$ cat src/rtl/data_mem_bridge_pkg.sv
// Shared definitions for the data-side memory bridge:
// access size codes, FSM states, byte strobe patterns and alignment helpers.
package data_mem_bridge_pkg;

    localparam logic [1:0] SZ_BYTE = 2'b00;
    localparam logic [1:0] SZ_HALF = 2'b01;
    localparam logic [1:0] SZ_WORD = 2'b10;

    localparam logic [3:0] STRB_BYTE = 4'b0001;
    localparam logic [3:0] STRB_HALF = 4'b0011;
    localparam logic [3:0] STRB_WORD = 4'b1111;

    typedef enum logic [1:0] {
        ST_IDLE,
        ST_ADDR,
        ST_DATA
    } state_e;

    // Size code 11 behaves as a word everywhere.
    function automatic logic is_misaligned(
        input logic [1:0] size,
        input logic [1:0] lo
    );
        case (size)
            SZ_BYTE: return 1'b0;
            SZ_HALF: return lo[0];
            default: return |lo;
        endcase
    endfunction

    function automatic logic [1:0] force_align(
        input logic [1:0] size,
        input logic [1:0] lo
    );
        case (size)
            SZ_BYTE: return lo;
            SZ_HALF: return {lo[1], 1'b0};
            default: return 2'b00;
        endcase
    endfunction

endpackage

$ cat src/rtl/data_mem_bridge_if.sv
// CPU-side and bus-side signals of the data memory bridge.
// slave is the bridge's view; master is the core/SRAM environment's view.
interface data_mem_bridge_if #(
    parameter int ADDR_W = 32
) ();

    logic              mem_req_i;
    logic              mem_wr_i;
    logic [1:0]        mem_size_i;
    logic              mem_sign_i;
    logic [ADDR_W-1:0] mem_addr_i;
    logic [31:0]       mem_wdata_i;
    logic              mem_stall_o;
    logic              mem_valid_o;
    logic [31:0]       mem_rdata_o;
    logic              mem_adel_o;
    logic              mem_ades_o;
    logic              mem_buserr_o;

    logic              data_req;
    logic              data_wr;
    logic [1:0]        data_size;
    logic [ADDR_W-1:0] data_addr;
    logic [3:0]        data_wstrb;
    logic [31:0]       data_wdata;
    logic              data_addr_ok;
    logic              data_data_ok;
    logic [31:0]       data_rdata;

    modport slave (
        input  mem_req_i, mem_wr_i, mem_size_i, mem_sign_i,
        input  mem_addr_i, mem_wdata_i,
        output mem_stall_o, mem_valid_o, mem_rdata_o,
        output mem_adel_o, mem_ades_o, mem_buserr_o,
        output data_req, data_wr, data_size, data_addr,
        output data_wstrb, data_wdata,
        input  data_addr_ok, data_data_ok, data_rdata
    );

    modport master (
        output mem_req_i, mem_wr_i, mem_size_i, mem_sign_i,
        output mem_addr_i, mem_wdata_i,
        input  mem_stall_o, mem_valid_o, mem_rdata_o,
        input  mem_adel_o, mem_ades_o, mem_buserr_o,
        input  data_req, data_wr, data_size, data_addr,
        input  data_wstrb, data_wdata,
        output data_addr_ok, data_data_ok, data_rdata
    );

endinterface

$ cat src/rtl/data_mem_bridge_align.sv
// Byte-lane logic: store strobes and lane replication, plus
// load-data extraction with sign/zero extension.
module data_mem_bridge_align
    import data_mem_bridge_pkg::*;
(
    input  logic [1:0]  size,
    input  logic        sign,
    input  logic [1:0]  addr_lo,
    input  logic [31:0] wdata,
    input  logic [31:0] rdata,
    output logic [3:0]  wstrb,
    output logic [31:0] wdata_rep,
    output logic [31:0] rdata_ext
);

    logic [31:0] shifted;

    assign shifted = rdata >> {addr_lo, 3'b000};

    // Select lanes and extension by access size; 11 falls through as word.
    always_comb begin
        wstrb     = STRB_WORD;
        wdata_rep = wdata;
        rdata_ext = shifted;
        case (size)
            SZ_BYTE: begin
                wstrb     = STRB_BYTE << addr_lo;
                wdata_rep = {4{wdata[7:0]}};
                rdata_ext = {{24{sign & shifted[7]}}, shifted[7:0]};
            end
            SZ_HALF: begin
                wstrb     = STRB_HALF << {addr_lo[1], 1'b0};
                wdata_rep = {2{wdata[15:0]}};
                rdata_ext = {{16{sign & shifted[15]}}, shifted[15:0]};
            end
            default: ;
        endcase
    end

endmodule

$ cat src/rtl/data_mem_bridge.sv
// MEM-stage to SRAM-like bus bridge: request latching, address/data
// handshake FSM, pipeline stall, alignment errors and bus timeout.
module data_mem_bridge
    import data_mem_bridge_pkg::*;
#(
    parameter int ADDR_W      = 32,
    parameter int TIMEOUT_CYC = 256,
    parameter bit ALIGN_CHECK = 1'b1
) (
    input logic                clk,
    input logic                rst,
    data_mem_bridge_if.slave   io
);

    localparam bit          TO_EN   = (TIMEOUT_CYC > 0);
    localparam logic [31:0] TO_LAST = TO_EN ? 32'(TIMEOUT_CYC - 1) : 32'h0;

    state_e state_q;
    state_e state_d;

    logic              misalign;
    logic              aligned;
    logic              accept;
    logic              complete;
    logic              timeout;
    logic              done;
    logic [1:0]        lo_eff;
    logic [ADDR_W-1:0] eff_addr;

    logic [1:0]        size_q;
    logic              sign_q;
    logic              wr_q;
    logic [ADDR_W-1:0] addr_q;
    logic [3:0]        wstrb_q;
    logic [31:0]       wdata_q;
    logic [31:0]       rdata_q;
    logic [31:0]       cnt_q;

    logic [3:0]        issue_wstrb;
    logic [31:0]       issue_wdata;
    logic [31:0]       load_data;
    logic [31:0]       load_fresh;

    logic [31:0]       unused_issue_rdata;
    logic [3:0]        unused_load_wstrb;
    logic [31:0]       unused_load_wdata;

    assign misalign = ALIGN_CHECK
                    ? is_misaligned(io.mem_size_i, io.mem_addr_i[1:0])
                    : 1'b0;
    assign aligned  = ~misalign;
    assign lo_eff   = ALIGN_CHECK
                    ? io.mem_addr_i[1:0]
                    : force_align(io.mem_size_i, io.mem_addr_i[1:0]);
    assign eff_addr = {io.mem_addr_i[ADDR_W-1:2], lo_eff};

    data_mem_bridge_align u_store_align (
        .size      (io.mem_size_i),
        .sign      (1'b0),
        .addr_lo   (lo_eff),
        .wdata     (io.mem_wdata_i),
        .rdata     (32'h0),
        .wstrb     (issue_wstrb),
        .wdata_rep (issue_wdata),
        .rdata_ext (unused_issue_rdata)
    );

    data_mem_bridge_align u_load_align (
        .size      (size_q),
        .sign      (sign_q),
        .addr_lo   (addr_q[1:0]),
        .wdata     (32'h0),
        .rdata     (io.data_rdata),
        .wstrb     (unused_load_wstrb),
        .wdata_rep (unused_load_wdata),
        .rdata_ext (load_data)
    );

    // State register; reset abandons any transfer in flight.
    always_ff @(posedge clk or posedge rst) begin
        if (rst) state_q <= ST_IDLE;
        else     state_q <= state_d;
    end

    // Next state plus accept/complete/timeout strobes.
    // A data_ok that lands together with addr_ok completes at once,
    // and completion beats a timeout expiring in the same cycle.
    always_comb begin
        state_d  = state_q;
        accept   = 1'b0;
        complete = 1'b0;
        timeout  = 1'b0;
        case (state_q)
            ST_IDLE: begin
                if (io.mem_req_i && aligned) begin
                    accept  = 1'b1;
                    state_d = ST_ADDR;
                end
            end
            ST_ADDR: begin
                if (io.data_addr_ok) begin
                    complete = io.data_data_ok;
                    state_d  = ST_DATA;
                end
            end
            ST_DATA: begin
                complete = io.data_data_ok;
            end
            default: state_d = ST_IDLE;
        endcase
        if (TO_EN && state_q != ST_IDLE && cnt_q == TO_LAST && !complete)
            timeout = 1'b1;
        if (complete || timeout)
            state_d = ST_IDLE;
    end

    assign done       = complete | timeout;
    assign load_fresh = (complete && !wr_q) ? load_data : 32'h0;

    // Capture the request so the bus sees a stable transfer.
    always_ff @(posedge clk or posedge rst) begin
        if (rst) begin
            size_q  <= SZ_BYTE;
            sign_q  <= 1'b0;
            wr_q    <= 1'b0;
            addr_q  <= '0;
            wstrb_q <= 4'h0;
            wdata_q <= 32'h0;
        end else if (accept) begin
            size_q  <= io.mem_size_i;
            sign_q  <= io.mem_sign_i;
            wr_q    <= io.mem_wr_i;
            addr_q  <= eff_addr;
            wstrb_q <= io.mem_wr_i ? issue_wstrb : 4'h0;
            wdata_q <= issue_wdata;
        end
    end

    // Cycles spent waiting on the bus since the request was issued.
    always_ff @(posedge clk or posedge rst) begin
        if (rst)                    cnt_q <= 32'h0;
        else if (accept)            cnt_q <= 32'h0;
        else if (state_q != ST_IDLE) cnt_q <= cnt_q + 32'h1;
    end

    // Hold the last completed load result until the next completion.
    always_ff @(posedge clk or posedge rst) begin
        if (rst)       rdata_q <= 32'h0;
        else if (done) rdata_q <= load_fresh;
    end

    assign io.mem_stall_o  = io.mem_req_i & aligned & ~done;
    assign io.mem_valid_o  = done;
    assign io.mem_rdata_o  = done ? load_fresh : rdata_q;
    assign io.mem_adel_o   = io.mem_req_i & ~io.mem_wr_i & misalign;
    assign io.mem_ades_o   = io.mem_req_i &  io.mem_wr_i & misalign;
    assign io.mem_buserr_o = timeout;

    assign io.data_req   = (state_q == ST_ADDR);
    assign io.data_wr    = wr_q;
    assign io.data_size  = size_q;
    assign io.data_addr  = addr_q;
    assign io.data_wstrb = wstrb_q;
    assign io.data_wdata = wdata_q;

endmodule
$ cat src/flat_wrapper.sv
// flat-port wrapper written by rule: the top's interface ports become plain ports
module data_mem_bridge_flat import data_mem_bridge_pkg::*;
#(
    parameter int ADDR_W      = 32,
    parameter int TIMEOUT_CYC = 256,
    parameter bit ALIGN_CHECK = 1'b1
)
  (clk, rst, io_mem_req_i, io_mem_wr_i, io_mem_size_i, io_mem_sign_i, io_mem_addr_i, io_mem_wdata_i, io_mem_stall_o, io_mem_valid_o, io_mem_rdata_o, io_mem_adel_o, io_mem_ades_o, io_mem_buserr_o, io_data_req, io_data_wr, io_data_size, io_data_addr, io_data_wstrb, io_data_wdata, io_data_addr_ok, io_data_data_ok, io_data_rdata);
  data_mem_bridge_if #(.ADDR_W(ADDR_W)) io_i ();
  input logic clk;
  input logic rst;
  input wire logic [$bits(io_i.mem_req_i)-1:0] io_mem_req_i;
  input wire logic [$bits(io_i.mem_wr_i)-1:0] io_mem_wr_i;
  input wire logic [$bits(io_i.mem_size_i)-1:0] io_mem_size_i;
  input wire logic [$bits(io_i.mem_sign_i)-1:0] io_mem_sign_i;
  input wire logic [$bits(io_i.mem_addr_i)-1:0] io_mem_addr_i;
  input wire logic [$bits(io_i.mem_wdata_i)-1:0] io_mem_wdata_i;
  output wire logic [$bits(io_i.mem_stall_o)-1:0] io_mem_stall_o;
  output wire logic [$bits(io_i.mem_valid_o)-1:0] io_mem_valid_o;
  output wire logic [$bits(io_i.mem_rdata_o)-1:0] io_mem_rdata_o;
  output wire logic [$bits(io_i.mem_adel_o)-1:0] io_mem_adel_o;
  output wire logic [$bits(io_i.mem_ades_o)-1:0] io_mem_ades_o;
  output wire logic [$bits(io_i.mem_buserr_o)-1:0] io_mem_buserr_o;
  output wire logic [$bits(io_i.data_req)-1:0] io_data_req;
  output wire logic [$bits(io_i.data_wr)-1:0] io_data_wr;
  output wire logic [$bits(io_i.data_size)-1:0] io_data_size;
  output wire logic [$bits(io_i.data_addr)-1:0] io_data_addr;
  output wire logic [$bits(io_i.data_wstrb)-1:0] io_data_wstrb;
  output wire logic [$bits(io_i.data_wdata)-1:0] io_data_wdata;
  input wire logic [$bits(io_i.data_addr_ok)-1:0] io_data_addr_ok;
  input wire logic [$bits(io_i.data_data_ok)-1:0] io_data_data_ok;
  input wire logic [$bits(io_i.data_rdata)-1:0] io_data_rdata;
  assign io_i.mem_req_i = io_mem_req_i;
  assign io_i.mem_wr_i = io_mem_wr_i;
  assign io_i.mem_size_i = io_mem_size_i;
  assign io_i.mem_sign_i = io_mem_sign_i;
  assign io_i.mem_addr_i = io_mem_addr_i;
  assign io_i.mem_wdata_i = io_mem_wdata_i;
  assign io_mem_stall_o = io_i.mem_stall_o;
  assign io_mem_valid_o = io_i.mem_valid_o;
  assign io_mem_rdata_o = io_i.mem_rdata_o;
  assign io_mem_adel_o = io_i.mem_adel_o;
  assign io_mem_ades_o = io_i.mem_ades_o;
  assign io_mem_buserr_o = io_i.mem_buserr_o;
  assign io_data_req = io_i.data_req;
  assign io_data_wr = io_i.data_wr;
  assign io_data_size = io_i.data_size;
  assign io_data_addr = io_i.data_addr;
  assign io_data_wstrb = io_i.data_wstrb;
  assign io_data_wdata = io_i.data_wdata;
  assign io_i.data_addr_ok = io_data_addr_ok;
  assign io_i.data_data_ok = io_data_data_ok;
  assign io_i.data_rdata = io_data_rdata;
  data_mem_bridge #(.ADDR_W(ADDR_W), .TIMEOUT_CYC(TIMEOUT_CYC), .ALIGN_CHECK(ALIGN_CHECK)) u_core (.clk(clk), .rst(rst), .io(io_i));
endmodule
$ cat config.mk
export PLATFORM = sky130hd
export DESIGN_NAME = data_mem_bridge_flat
export DESIGN_NICKNAME = d
export VERILOG_FILES = /design/src/rtl/data_mem_bridge_pkg.sv /design/src/rtl/data_mem_bridge_if.sv /design/src/rtl/data_mem_bridge_align.sv /design/src/rtl/data_mem_bridge.sv /design/src/flat_wrapper.sv
export SDC_FILE = /design/constraint.sdc
export NUM_CORES = 1
export LEC_CHECK = 0
export ABC_AREA = 1
export CAP_MARGIN = 20
export CELL_PAD_IN_SITES_DETAIL_PLACEMENT = 1
export CELL_PAD_IN_SITES_GLOBAL_PLACEMENT = 1
export CORE_ASPECT_RATIO = 0.7
export CORE_MARGIN = 5
export CORE_UTILIZATION = 34
export CTS_BUF_LIST = sky130_fd_sc_hd__clkbuf_16
export CTS_CLUSTER_SIZE = 40
export DETAILED_ROUTE_END_ITERATION = 16
export PLACE_DENSITY = 0.91
export SLEW_MARGIN = 20
export SYNTH_ARGS = -nofsm -noshare
export SYNTH_HDL_FRONTEND = slang
export SYNTH_SLANG_ARGS = --single-unit
export TNS_END_PERCENT = 20
$ cat constraint.sdc
create_clock -name clk -period 6.7 [get_ports clk]
set_input_delay 2.01 -clock clk [delete_from_list [all_inputs] [get_ports clk]]
set_output_delay 2.01 -clock clk [all_outputs]
set_load 0.05 [all_outputs]
=== Word-level counts from Yosys, hierarchy flattened ===
Cells that the tools add are included.

* Bits in registers: 138
* Logic and storage cells: 65

* Add/sub/neg operators: 1
* Equal/unequal tests: 8
* Shifts and indexed selects: 3
* Multiplexer cells: 18
* Bitwise logic cells: 12
* Reductions and logical operators: 14

{| class="wikitable"
|+ Operator list
! kind !! number
|-
| two-way mux 32 bit || 4
|-
| one-hot mux 32 bit (2 select lines) || 2
|-
| adder 32 x 1 -> 32 bit, second input constant || 1
|-
| equality test 32 x 8 -> 1 bit, second input constant || 1
|-
| right shift 32 x 5 -> 32 bit || 1
|-
| AND 1 bit || 8
|-
| one-hot mux 4 bit (2 select lines) || 1
|-
| equality test 2 x 1 -> 1 bit, second input constant || 3
|-
| logical NOT 2 bit || 3
|-
| two-way mux 2 bit || 3
|-
| != test 3 x 1 -> 1 bit, second input constant || 2
|-
| one-hot mux 2 bit (3 select lines) || 1
|-
| logical AND 1 bit || 4
|-
| two-way mux 1 bit || 4
|-
| two-way mux 4 bit || 1
|-
| one-hot mux 1 bit (2 select lines) || 2
|-
| nonzero test 2 bit || 2
|-
| << shifter 1 x 2 -> 4 bit, first input constant || 1
|-
| << shifter 2 x 2 -> 4 bit, first input constant || 1
|-
| inverter 1 bit || 3
|-
| AND reduction 3 bit || 1
|-
| equality test 2 bit, second input constant || 1
|-
| logical NOT 1 bit || 2
|-
| != test 2 x 1 -> 1 bit, second input constant || 1
|-
| 3 further kinds || 3
|}

=== Logic depth before layout (Yosys ltp) ===
Gate-level depths: netlist of run 1.

* Word-level depth: 8
* Gate-level depth with buffers: 12

=== By module ===
From an unflattened synthesis of run 1, not the netlist that was laid out.

* Cell total of the unflattened synthesis: 1258
* Area total of the unflattened synthesis: 8667.1 um^2

{| class="wikitable"
|+ Modules (own cells, without submodules)
! module !! instances !! cells each !! area each (um^2)
|-
| data_mem_bridge || 1 || 750 || 6164.7
|-
| data_mem_bridge_align || 2 || 254 || 1251.2
|}

=== Least setup slack after synthesis of run 1 ===
OpenSTA, ideal clock, no wires.

* Path kind: input port to output port
* Start point: input port io_data_addr_ok
* End point: output port io_mem_rdata_o[0]
* Arrival time: 3860 ps
* Data required time: 4690 ps
* Path slack: 830 ps
* Stages: 5
* Path buffers: 1
* Path through: a21oi_1 > nor2_1 > nand2_1 > clkbuf_1 > o31ai_1

* Cells in the longest elaborated chain, start to end: 7

{| class="wikitable"
|+ Ends and longest elaborated chain
! what !! RTL line !! source
|-
| from (decl) || flat_wrapper.sv:30 || <nowiki>input wire logic [$bits(io_i.data_addr_ok)-1:0] io_data_addr_ok;</nowiki>
|-
| two-way mux 1 bit (*) || data_mem_bridge.sv:101 || <nowiki>if (io.data_addr_ok) begin</nowiki>
|-
| one-hot mux 1 bit (2 select lines) (*) || data_mem_bridge.sv:93 || <nowiki>case (state_q)</nowiki>
|-
| logical NOT 1 bit || data_mem_bridge.sv:111 || <nowiki>if (TO_EN && state_q != ST_IDLE && cnt_q == TO_LAST && !complete)</nowiki>
|-
| logical AND 1 bit || data_mem_bridge.sv:111 ||
|-
| two-way mux 1 bit || data_mem_bridge.sv:111 ||
|-
| bitwise OR 1 bit || data_mem_bridge.sv:117 || <nowiki>assign done = complete | timeout;</nowiki>
|-
| two-way mux 32 bit (*) || data_mem_bridge.sv:154 || <nowiki>assign io.mem_rdata_o = done ? load_fresh : rdata_q;</nowiki>
|-
| to (decl) || flat_wrapper.sv:20 || <nowiki>output wire logic [$bits(io_i.mem_rdata_o)-1:0] io_mem_rdata_o;</nowiki>
|}

Every way passes the cells marked *; elsewhere a longest branch is shown, timed or not.

=== Final worst setup path of run 1 ===
* Start point: input port io_data_addr_ok
* End point: output port io_mem_rdata_o[30]

The elaborated chain is that of the path after synthesis.

==> results of run 1 <==
[layout by cell type (no fill, tap or decap), drive strengths merged, types with 11 or more instances in the layout]
| master | n |
|---|---|
| nand2 | 352 |
| a21oi | 39 |
| clkbuf | 17 |
| o21ai | 75 |
| nand3 | 76 |
| clkdlybuf4s50 | 177 |
| dfrtp | 138 |
| nor2 | 55 |
| nand4 | 19 |
| nor3 | 11 |
| buf | 45 |
| inv | 57 |
[how the worst max path moves through the flow]
| stage | slack (ps) | end | from | cells past startpoint |
|---|---|---|---|---|
| 2_1_floorplan | 830 | io_mem_rdata_o[0] | io_data_addr_ok | 5 |
| 3_3_place_gp | 710 | io_mem_buserr_o | io_data_addr_ok | 5 |
| 3_5_place_dp | 710 | io_mem_buserr_o | io_data_addr_ok | 5 |
| 4_1_cts | 700 | io_mem_buserr_o | io_data_addr_ok | 5 |
| 5_1_grt | 640 | io_mem_rdata_o[30] | io_data_addr_ok | 8 |
| 6_report | 710 | io_mem_rdata_o[30] | io_data_addr_ok | 8 |
[cells by family (layout without fill, tap and decap cells)]
logic type,count (synthesis),in the layout
fa+ha+maj,5,5
simple gates,518,518
flops,138,138
buf+inv,102,311
compound gates,145,145
mux,4,4
[worst reg2reg max path: cells and delay by family, from the launching register on]
kind | cells | cell delay, ps
AND/OR/NAND/NOR | 9 | 1580
buffers and inverters | 2 | 240
flip-flops | 1 | 410
adder cells (fa/ha/maj) | 1 | 340
[state kept, by name, summed over array words and instances, names as in the netlist, 2 cells and up]
name / cells
u_core.rdata_q: 32
u_core.io.data_size: 2
u_core.cnt_q: 32
u_core.io.data_addr: 32
u_core.state_q: 2
u_core.io.data_wdata: 32
u_core.io.data_wstrb: 4
[through the flow]
stage	hold WS (ps)	cell area (um^2)	worst slack, ps	cells
floorplan	467	7010	830	912
global placement	453	9290	713	1366
detailed placement	462	9290	706	1366
CTS	477	9850	698	1397
global route	497	9850	641	1397
finish	470	9850	707	1397
[power by group through the flow]
| stage | Combinational, W | Sequential, W | Clock, W |
|---|---|---|---|
| after global placement | 0.00279 | 0.00134 | 0 |
| after CTS | 0.00287 | 0.00136 | 0.000936 |
| final | 0.00286 | 0.00136 | 0.000917 |
| after global routing | 0.00304 | 0.00140 | 0.000982 |
| after detailed placement | 0.00285 | 0.00136 | 0 |
| after floorplan | 0.00115 | 0.00206 | 0 |
[metal layers]
layer  track usage, %  share of wire (%)
met3             10.1                9.4
met4             6.26                1.7
met5                0                  0
met2             35.5                 45
met1             29.6                 44
[final cells by class]
class	count	area [um^2]
Sequential cell	138	3450
Inverter	58	228
Clock buffer	17	425
Clock inverter	14	134
Fill cell	2527	10600
Timing Repair Buffer	222	2150
Multi-Input combinational cell	672	3120
Tap cell	276	345
==> impl_summary.txt, run 1 <==
----------------------------------------------------
[Run status]
  Run status ... finished, final reports clean

[Worst hold path]
  Hold/Removal Path Class ... flip-flop to flip-flop
  Startpoint of the worst hold path ... u_core.io.data_addr[15]
  Worst Hold Path EP ... u_core.io.data_addr[15]
  Number of cells on the worst hold path ... 2

[Clock tree]
  CTS max path bufs ... 2
  TritonCTS sink count ... 138
  Clock tree root buffer cell ... clkbuf_16
  Cts repair resizes ... 0
  Clock tree from TritonCTS ... done
  Number of H-tree branching levels ... 4
  Number of clock buffers inserted by TritonCTS ... 17
  Clock-pin slew on the worst setup and hold paths ... 60 ps
  Later-pin clock latency in the skew report ... between 400 and 500 ps
  Post-CTS setup buffer count ... 0
  Total of hold buffers inserted after clock tree synthesis ... 0

[Power]
  Power, Total ... 0.00514 W
  Share of power burned in the clock network ... between 15 and 20%
  IR drop worst, VDD ... approximately 0.30 mV
  Power Internal ... around 0.0025 W
  Cell leakage power ... 4.64 nW
  Power per cell area ... 522 mW/mm^2
  Relative contribution of combinational cells to total power ... 55.7%
  Share of total power consumed by net switching ... 50.8%
  Net Sw Power ... about 0.0026 W
  Fraction of power consumed by sequential logic ... a little over a quarter

[STA]
  Setup TNS after final layout ... 0 ps
  Slew HR ... 35.1%
  RSZ-0062 raised after global routing ... no
  Final hold viol count ... 0
  # setup viols final ... 0
  Tmin final ... 5990 ps
  Achievable clock frequency ... 167 MHz
  Transition time at the pin with the least slew margin ... 972 ps
  Portion of the clock cycle consumed by the worst path in the final layout ... 89.5%
  Number of slew-limit violations in the final report ... 0
  Setup Skew ... 5.97 ps

[Worst setup path]
  Crit path required time ... 4690 ps
  Most frequent cell on the critical path ... nand2_1
  Slowest library cell on the worst path ... clkinv_1
  Sequence of cells on the critical path ... clkdlybuf4s50_1 -> a21oi_1 -> nor2_1 -> nand2_1 -> clkinv_1 -> nand3_1 -> nand2_1 -> buf_4
  Startpoint Class ... primary input
  Reg2Reg Launch Point ... u_core.state_q[1]
  Number of buffers and inverters on the critical path ... 3
  Kind of capture point of the worst setup path ... output port
  Critical Setup Path Class ... primary input to output port
  Delay contributed by the slowest stage of the critical path ... 500 ps
  Cell depth of the worst flop-to-flop path ... 12
  Data arrival time of the critical path ... 3980 ps
  Reg2Reg Capture Point ... u_core.state_q[1]
  Worst reg2reg setup slack ... 4060 ps
  Max FO, Critical Path ... 18
  Family with the most delay on the worst path ... buffers and inverters

[Yosys]
  Mapped Cells ... 912
  Synth area leader ... dfrtp_1
  Compound-Gate Fraction of Synth Area ... between 10% and 20%
  Count leader, synth ... nand2_1
  Leading cell types by total area after synthesis ... dfrtp_1 (49%), nand2_1 (19%), nand3_1 (5.2%)
  Main synth FF type ... dfrtp_1
  Async set or reset register ratio after synthesis ... 100%
  Post-synthesis sequential area ratio ... 49.3%
  Post-synthesis simple-gate area fraction ... 31.1%
  Post-Synthesis Cell Area ... 0.00701 mm^2
  Synth Register Bits ... 138
  Fraction of the mapped netlist area in adder cells ... 0.893%
  Distinct cells, synth ... 40
  Portion of synthesized cell area occupied by the leading cell type ... 49.3%
  Top post-synthesis cells by count ... nand2_1 (348), dfrtp_1 (138), nand3_1 (73)
  Post-synthesis mux area share ... 0.571%
  Number of nets produced by synthesis ... 1022
  Xor/xnor share of the synthesized area ... 0%
  YS warnings ... 0
  Combinational family with the most area after synthesis ... simple AND/OR/NAND/NOR gates
  Number of synthesized flops with an enable pin ... 0
  Post-synthesis area per instance ... 7.69 um^2

[Die]
  Number of rows in the core area ... 44
  Horiz. Die Dim ... 182 um
  DIE HEIGHT ... roughly 130 um
  Number of top-level pins ... around 210
  Die footprint ... 0.0236 mm^2
  Core ar. ... a little over 0.02 mm^2
  Starting density of the core ... 34.2%

[Route]
  Residual DRC ... 0
  Detailed router's first-iteration violation count ... 528
  Post-DRT Antenna Nets ... 0
  Number of vias after detailed routing ... between 7000 and 8000
  Vias per cell ... roughly 5.1
  Per-cell routed wire length ... about 19 um
  Number of iterations in the first detailed-routing pass ... 6
  Wire length reported by the detailed router ... 26.8 mm

[Global routing]
  Via count of the first global-routing pass ... a little under 8000
  Aggregate global-route resource usage ... about 23%
  Residual overflow from global routing ... 0
  Largest net degree at the start of global routing ... approximately 110
  Antenna violations before repair ... 0
  Global-route wire length before repair ... about 43 mm

[Place]
  Half-perimeter wire length after detailed placement ... 19.1 mm
  Final weighted congestion in routability-driven placement ... 0.886
  Port-buffer cells ... 213

[Cells and area]
  Synthesis-to-finish area growth ... 40.6%
  Final core occ ... 48.1%
  Proportion of layout cells with a drive suffix above 1 ... 8.39%
  Count of nets after finishing ... between 1000 and 1500
  Number of antenna cells inserted ... 0

[Flow run]
  Count of maximum capacitance violations ... 0

----------------------------------------------------
Power figures use the tool's default switching activity.
==> inputs of run 2 (changes only) <==
- CELL_PAD_IN_SITES_DETAIL_PLACEMENT: 1 -> 2
- CELL_PAD_IN_SITES_GLOBAL_PLACEMENT: 1 -> 2
- CORE_UTILIZATION: 34 -> 26
- PLACE_DENSITY: 0.91 -> 0.9
- SLEW_MARGIN: 20 -> 30
==> run 2 against run 1 <==
Total power grew 1.9%. Via count is 1.1% higher. Sequential power about the same. Sequential cell count is the same. Wire length up 12%. Largest power group unchanged.
==> impl_summary.txt, run 2 (same netlist as run 1, synthesis figures left out) <==
----------------------------------------------------
[Run status]
  Run status ... finished, final reports clean (unchanged)

[Global routing]
  Global-route track usage on met1 ... 24.9% (was 29.6%)
  Aggregate global-route resource usage ... 19.9% (was 23.0%)
  Global-route wire length before repair ... 47.0 mm (was 42.9 mm)
  Antenna violations before repair ... 2 (was 0)
  Largest net degree at the start of global routing ... 83 (was 107)
  Residual overflow from global routing ... 0 (unchanged)
  GR Layer Usage met2 ... 31.7% (was 35.5%)
  Via count of the first global-routing pass ... 8114 (was 7819)
  GR Util met3 ... 9.04% (was 10.1%)
  Highest-utilization routing layer at the global route stage ... met2 (unchanged)

[STA]
  Slew HR ... 37.7% (was 35.1%)
  Number of slew-limit violations in the final report ... 0 (unchanged)
  Final hold viol count ... 0 (unchanged)
  Transition time at the pin with the least slew margin ... 934 ps (was 972 ps)
  RSZ-0062 raised after global routing ... no (unchanged)
  Setup TNS after final layout ... 0 ps (unchanged)
  Achievable clock frequency ... 161 MHz (was 167 MHz)
  Portion of the clock cycle consumed by the worst path in the final layout ... 92.8% (was 89.5%)
  Tmin final ... 6220 ps (was 5990 ps)
  # setup viols final ... 0 (unchanged)
  Setup Skew ... 10.3 ps (was 5.97 ps)

[Die]
  Core ar. ... 0.0267 mm^2 (was 0.0205 mm^2)
  Number of rows in the core area ... 50 (was 44)
  Die footprint ... 0.0304 mm^2 (was 0.0236 mm^2)
  Number of top-level pins ... 214 (unchanged)
  Horiz. Die Dim ... 206 um (was 182 um)
  DIE HEIGHT ... 147 um (was 130 um)
  Starting density of the core ... 26.3% (was 34.2%)

[Route]
  Wire length reported by the detailed router ... 30.1 mm (was 26.8 mm)
  Post-DRT Antenna Nets ... 0 (unchanged)
  Residual DRC ... 0 (unchanged)
  Number of iterations in the first detailed-routing pass ... 5 (was 6)
  Number of vias after detailed routing ... 7255 (was 7173)
  Vias per cell ... 4.89 (was 5.13)
  Per-cell routed wire length ... 20.3 um (was 19.2 um)
  Detailed router's first-iteration violation count ... 285 (was 528)

[Place]
  Final weighted congestion in routability-driven placement ... 0.793 (was 0.886)
  Half-perimeter wire length after detailed placement ... 22.0 mm (was 19.1 mm)
  Port-buffer cells ... 213 (unchanged)

[Power]
  IR drop worst, VDD ... 0.253 mV (was 0.301 mV)
  Share of total power consumed by net switching ... 50.5% (was 50.8%)
  Share of power burned in the clock network ... 18.7% (was 17.8%)
  Power per cell area ... 524 mW/mm^2 (was 522 mW/mm^2)
  Power, Total ... 0.00524 W (was 0.00514 W)
  Power Internal ... 0.00259 W (was 0.00253 W)
  Fraction of power consumed by sequential logic ... 26.6% (was 26.5%)
  Net Sw Power ... 0.00264 W (was 0.00261 W)
  Cell leakage power ... 4.66 nW (was 4.64 nW)
  Relative contribution of combinational cells to total power ... 54.7% (was 55.7%)

[Cells and area]
  Most frequent standard cell in the layout excluding fill and tap cells ... nand2_1 (unchanged)
  Synthesis-to-finish area growth ... 42.6% (was 40.6%)
  Combined flip-flop and latch cell area ... 0.00345 mm^2 (about the same)
  Number of fillers in the final layout ... 3069 (was 2527)
  Count of nets after finishing ... 1219 (unchanged)
  Number of antenna cells inserted ... 0 (unchanged)
  Proportion of layout cells with a drive suffix above 1 ... 8.21% (was 8.39%)
  Area taken by multi-input logic gates ... 0.00312 mm^2 (unchanged)
  Most frequent cells in the layout ... nand2_1 (348), clkdlybuf4s50_1 (177), dfrtp_1 (137) (was nand2_1 (348), clkdlybuf4s50_1 (177), dfrtp_1 (138))

[Clock tree]
  Clock-pin slew on the worst setup and hold paths ... 60 ps (about the same)
  Later-pin clock latency in the skew report ... 440 ps (was 430 ps)
  TritonCTS sink count ... 138 (unchanged)
  Post-CTS setup buffer count ... 0 (unchanged)
  Number of H-tree branching levels ... 4 (unchanged)
  Cts repair resizes ... 0 (unchanged)
  CTS max path bufs ... 2 (unchanged)
  Number of clock buffers inserted by TritonCTS ... 17 (unchanged)
  Clock tree root buffer cell ... clkbuf_16 (unchanged)
  Total of hold buffers inserted after clock tree synthesis ... 0 (unchanged)
  Clock tree from TritonCTS ... done (unchanged)

[Worst setup path]
  Critical Setup Path Class ... primary input to output port (unchanged)
  Crit path required time ... 4690 ps (about the same)
  Kind of capture point of the worst setup path ... output port (unchanged)
  Worst reg2reg setup slack ... 3980 ps (was 4060 ps)
  Data arrival time of the critical path ... 4210 ps (was 3980 ps)
  Startpoint Class ... primary input (unchanged)
  Max FO, Critical Path ... 18 (unchanged)

[Flow run]
  Count of maximum capacitance violations ... 0 (unchanged)

[Worst hold path]
  Hold/Removal Path Class ... flip-flop to flip-flop (unchanged)

----------------------------------------------------
[run 2: worst paths after layout]
check | from | end | depth (start not counted)
worst max register to register | u_core.state_q[0] | u_core.state_q[1] | 12
worst max-delay path | io_data_addr_ok | io_mem_rdata_o[29] | 8
min in group asynchronous | rst | u_core.rdata_q[28] | 2
worst min-delay path | u_core.io.data_wdata[18] | u_core.io.data_wdata[18] | 2
max in group asynchronous | rst | u_core.io.data_addr[8] | 3
worst min register to register | u_core.io.data_wdata[18] | u_core.io.data_wdata[18] | 2
[run 2: critical path: stages]
cell	delay, ps
clkdlybuf4s50_1	450
a21oi_1	160
nor2_1	140
nand2_1	270
clkinv_1	570
nand3_1	310
nand2_1	100
buf_4	200
[run 2: power groups by stage]
stage	logic (W)	clock network, W	registers, W
floorplan	0.00115	0	0.00206
global placement	0.00279	0	0.00137
detailed placement	0.00286	0	0.00139
CTS	0.00289	0.00101	0.00139
global route	0.00304	0.00105	0.00143
finish	0.00286	0.000982	0.00139
[run 2: cell type report]
class	instances	share of cell area [%]
tap	364	4.56
clock inverter	13	1.63
inverter	58	2.27
multi-input combinational	672	31.2
clock buffer	17	4.26
timing repair buffer	222	21.5
sequential	138	34.6
[run 2: through the flow]
stage / hold slack [ps] / instances / util (%) / setup slack (ps) / area [um^2]
after detailed placement: 461 / 1454 / 35.3 / 490 / 9400
final: 473 / 1484 / 37.5 / 482 / 9990
after global routing: 506 / 1484 / 37.5 / 243 / 9990
after floorplan: 467 / 912 / - / 830 / 7010
after CTS: 476 / 1484 / 37.5 / 481 / 9990
after global placement: 453 / 1454 / 35.3 / 621 / 9400
[run 2: metal layers]
layer  wire (um)  vias to the layer above  share of wire (%)
met1       12900                     3629                 43
li1            -                     3386                  -
met5          27                        -              0.090
met3        2820                       31                9.4
met2       13900                      205                 46
met4         438                        4                1.5
==> inputs of run 3 (changes only) <==
- CORE_UTILIZATION: 26 -> 27
- HOLD_SLACK_MARGIN: unset -> 0.1
- PLACE_DENSITY: 0.9 -> 0.91
- SYNTH_HIERARCHICAL: unset -> 1
==> run 3 against run 2 <==
Sequential power down 4%. Via count up 5.3%. Worst setup slack better by 390 ps. Critical path type unchanged. Utilization down 0.21 points. Critical endpoint is now io_mem_rdata_o[7]. First-iteration DRC count up 3.2%. Area after synthesis up 7.3%. Wire length up 2.7%. Die area up 3.1%. Clock power down 6.0%. Count of clock-buffer cells in the layout unchanged. Cell area up 3.1%. Largest cell class unchanged. Largest power group unchanged. Combinational power about the same.
==> impl_summary.txt, run 3 <==
----------------------------------------------------
[STA]
  Transition time at the pin with the least slew margin ... 791 ps (was 934 ps)
  Setup TNS after final layout ... 0 ps (unchanged)
  Setup Skew ... 11.3 ps (was 10.3 ps)
  Achievable clock frequency ... 172 MHz (was 161 MHz)
  RSZ-0062 raised after global routing ... no (unchanged)
  Number of slew-limit violations in the final report ... 0 (unchanged)
  Tmin final ... 5820 ps (was 6220 ps)
  Slew HR ... 47.3% (was 37.7%)
  Final setup margin ... 875 ps (was 482 ps)
  Portion of the clock cycle consumed by the worst path in the final layout ... 86.9% (was 92.8%)
  Final hold viol count ... 0 (unchanged)
  # setup viols final ... 0 (unchanged)

[Route]
  Residual DRC ... 0 (unchanged)
  Per-cell routed wire length ... 19.5 um (was 20.3 um)
  Post-DRT Antenna Nets ... 0 (unchanged)
  Vias per cell ... 4.83 (was 4.89)
  Detailed router's first-iteration violation count ... 294 (was 285)
  Wire length reported by the detailed router ... 30.9 mm (was 30.1 mm)
  Number of vias after detailed routing ... 7640 (was 7255)
  Number of iterations in the first detailed-routing pass ... 5 (unchanged)

[Global routing]
  Via count of the first global-routing pass ... 8668 (was 8114)
  Antenna violations before repair ... 3 (was 2)
  Residual overflow from global routing ... 0 (unchanged)
  Largest net degree at the start of global routing ... 92 (was 83)
  Global-route wire length before repair ... 48.8 mm (was 47.0 mm)
  Aggregate global-route resource usage ... 19.8% (was 19.9%)

[Worst setup path]
  Critical Setup Path Class ... primary input to output port (unchanged)
  Most frequent cell on the critical path ... nand2_1 (unchanged)
  Slowest library cell on the worst path ... clkdlybuf4s50_1 (was clkinv_1)
  Crit path required time ... 4690 ps (about the same)
  Number of buffers and inverters on the critical path ... 4 (was 3)
  Data arrival time of the critical path ... 3810 ps (was 4210 ps)
  Sequence of cells on the critical path ... clkdlybuf4s50_1 -> nand2_1 -> nor2_1 -> inv_2 -> nor2_2 -> buf_4 -> nand2_1 -> nand2_1 -> buf_4 (was clkdlybuf4s50_1 -> a21oi_1 -> nor2_1 -> nand2_1 -> clkinv_1 -> nand3_1 -> nand2_1 -> buf_4)
  Max FO, Critical Path ... 32 (was 18)
  Startpoint Class ... primary input (unchanged)
  Family with the most delay on the worst path ... buffers and inverters (unchanged)
  Kind of capture point of the worst setup path ... output port (unchanged)
  Delay contributed by the slowest stage of the critical path ... 460 ps (was 570 ps)

[Cells and area]
  Most frequent cells in the layout ... nand2_1 (464), clkdlybuf4s50_1 (178), dfrtp_1 (138) (was nand2_1 (348), clkdlybuf4s50_1 (177), dfrtp_1 (137))
  Synthesis-to-finish area growth ... 37.0% (was 42.6%)
  Count of nets after finishing ... 1310 (was 1219)
  Final core occ ... 37.3% (was 37.5%)
  Number of fillers in the final layout ... 3186 (was 3069)
  Most frequent standard cell in the layout excluding fill and tap cells ... nand2_1 (unchanged)
  Proportion of layout cells with a drive suffix above 1 ... 9.74% (was 8.21%)
  Number of antenna cells inserted ... 0 (unchanged)

[Power]
  Fraction of power consumed by sequential logic ... 26.1% (was 26.6%)
  IR drop worst, VDD ... 0.257 mV (was 0.253 mV)
  Power per cell area ... 494 mW/mm^2 (was 524 mW/mm^2)
  Relative contribution of combinational cells to total power ... 55.8% (was 54.7%)
  Power, Total ... 0.00509 W (was 0.00524 W)
  Cell leakage power ... 5.28 nW (was 4.66 nW)
  Share of total power consumed by net switching ... 51.0% (was 50.5%)
  Net Sw Power ... 0.00260 W (was 0.00264 W)
  Share of power burned in the clock network ... 18.1% (was 18.7%)
  Power Internal ... 0.00249 W (was 0.00259 W)

[Clock tree]
  Number of H-tree branching levels ... 4 (unchanged)
  TritonCTS sink count ... 138 (unchanged)
  Clock tree root buffer cell ... clkbuf_16 (unchanged)
  Later-pin clock latency in the skew report ... 440 ps (about the same)
  Clock-pin slew on the worst setup and hold paths ... 60 ps (about the same)
  Total of hold buffers inserted after clock tree synthesis ... 0 (unchanged)
  Clock tree from TritonCTS ... done (unchanged)
  Cts repair resizes ... 0 (unchanged)
  Post-CTS setup buffer count ... 0 (unchanged)
  Number of clock buffers inserted by TritonCTS ... 17 (unchanged)
  CTS max path bufs ... 2 (unchanged)

[Place]
  Half-perimeter wire length after detailed placement ... 23.0 mm (was 22.0 mm)
  Port-buffer cells ... 213 (unchanged)
  DP Worst Slack ... 904 ps (was 490 ps)
  Final weighted congestion in routability-driven placement ... 0.796 (was 0.793)

[Yosys]
  Mapped Cells ... 1016 (was 912)
  Post-Synthesis Cell Area ... 0.00752 mm^2 (was 0.00701 mm^2)
  YS warnings ... 6 (was 0)
  Number of nets produced by synthesis ... 1127 (was 1022)
  Post-synthesis area per instance ... 7.40 um^2 (was 7.69 um^2)

[Die]
  Core ar. ... 0.0276 mm^2 (was 0.0267 mm^2)
  Number of top-level pins ... 214 (unchanged)
  Horiz. Die Dim ... 209 um (was 206 um)
  DIE HEIGHT ... 150 um (was 147 um)
  Starting density of the core ... 27.2% (was 26.3%)
  Die footprint ... 0.0313 mm^2 (was 0.0304 mm^2)
  Number of rows in the core area ... 51 (was 50)

[Flow run]
  Count of maximum capacitance violations ... 0 (unchanged)

[Worst hold path]
  Hold/Removal Path Class ... flip-flop to flip-flop (unchanged)

[Run status]
  Run status ... finished, final reports clean (unchanged)

----------------------------------------------------
-- run 3: stage by stage --
stage | instances | hold slack [ps] | area, um^2
after floorplan | 1016 | 449 | 7520
after global placement | 1551 | 461 | 9740
after detailed placement | 1551 | 469 | 9740
after CTS | 1582 | 486 | 10300
after global routing | 1582 | 514 | 10300
final | 1582 | 479 | 10300
-- run 3: path summary, 6_finish.rpt --
check                                              start                        to  slack (ps)  cells after the start
worst min-delay path            u_core/io.data_wdata[22]  u_core/io.data_wdata[22]         480                      2
worst max-delay path                     io_data_data_ok         io_mem_rdata_o[7]         880                      9
min in group asynchronous                            rst   u_core/io.data_addr[28]        2070                      2
worst min register to register  u_core/io.data_wdata[22]  u_core/io.data_wdata[22]         480                      2
max in group asynchronous                            rst  u_core/io.data_wdata[27]        3630                      3
worst max register to register         u_core/state_q[1]   u_core/io.data_addr[20]        4070                      7
-- run 3: power groups by stage --
stage / sequential (W) / clock (W) / combinational, W
2_1_floorplan: 0.00198 / 0 / 0.00122
3_3_place_gp: 0.00132 / 0 / 0.00275
3_5_place_dp: 0.00134 / 0 / 0.00284
4_1_cts: 0.00134 / 0.000950 / 0.00286
5_1_grt: 0.00137 / 0.000991 / 0.00302
6_report: 0.00133 / 0.000923 / 0.00284
-- run 3: worst register-to-register path: stages (launching register included) --
cell     delay, ps
dfrtp_1        400
inv_1          160
ha_1           450
nand3_4        280
inv_2          260
buf_4          610
nand2_1        300
nand2_1        110
-- run 3: per-layer routing --
layer  global-route usage [%]  wire [um]  part of all wire [%]
met5                        0         39                  0.13
met4                     4.86        386                   1.2
met3                     6.96       2290                   7.4
met2                     32.3      14600                    47
met1                     25.3      13600                    44
-- run 3: cell type report --
class,instances,area (um^2),share of cell area [%]
multi-input cells,736,3350,32.5
well taps,371,464,4.51
clock inverters,14,135,1.31
inverters,83,327,3.17
flip-flops and latches,138,3450,33.5
repair buffers,223,2150,20.9
clock buffers,17,425,4.13
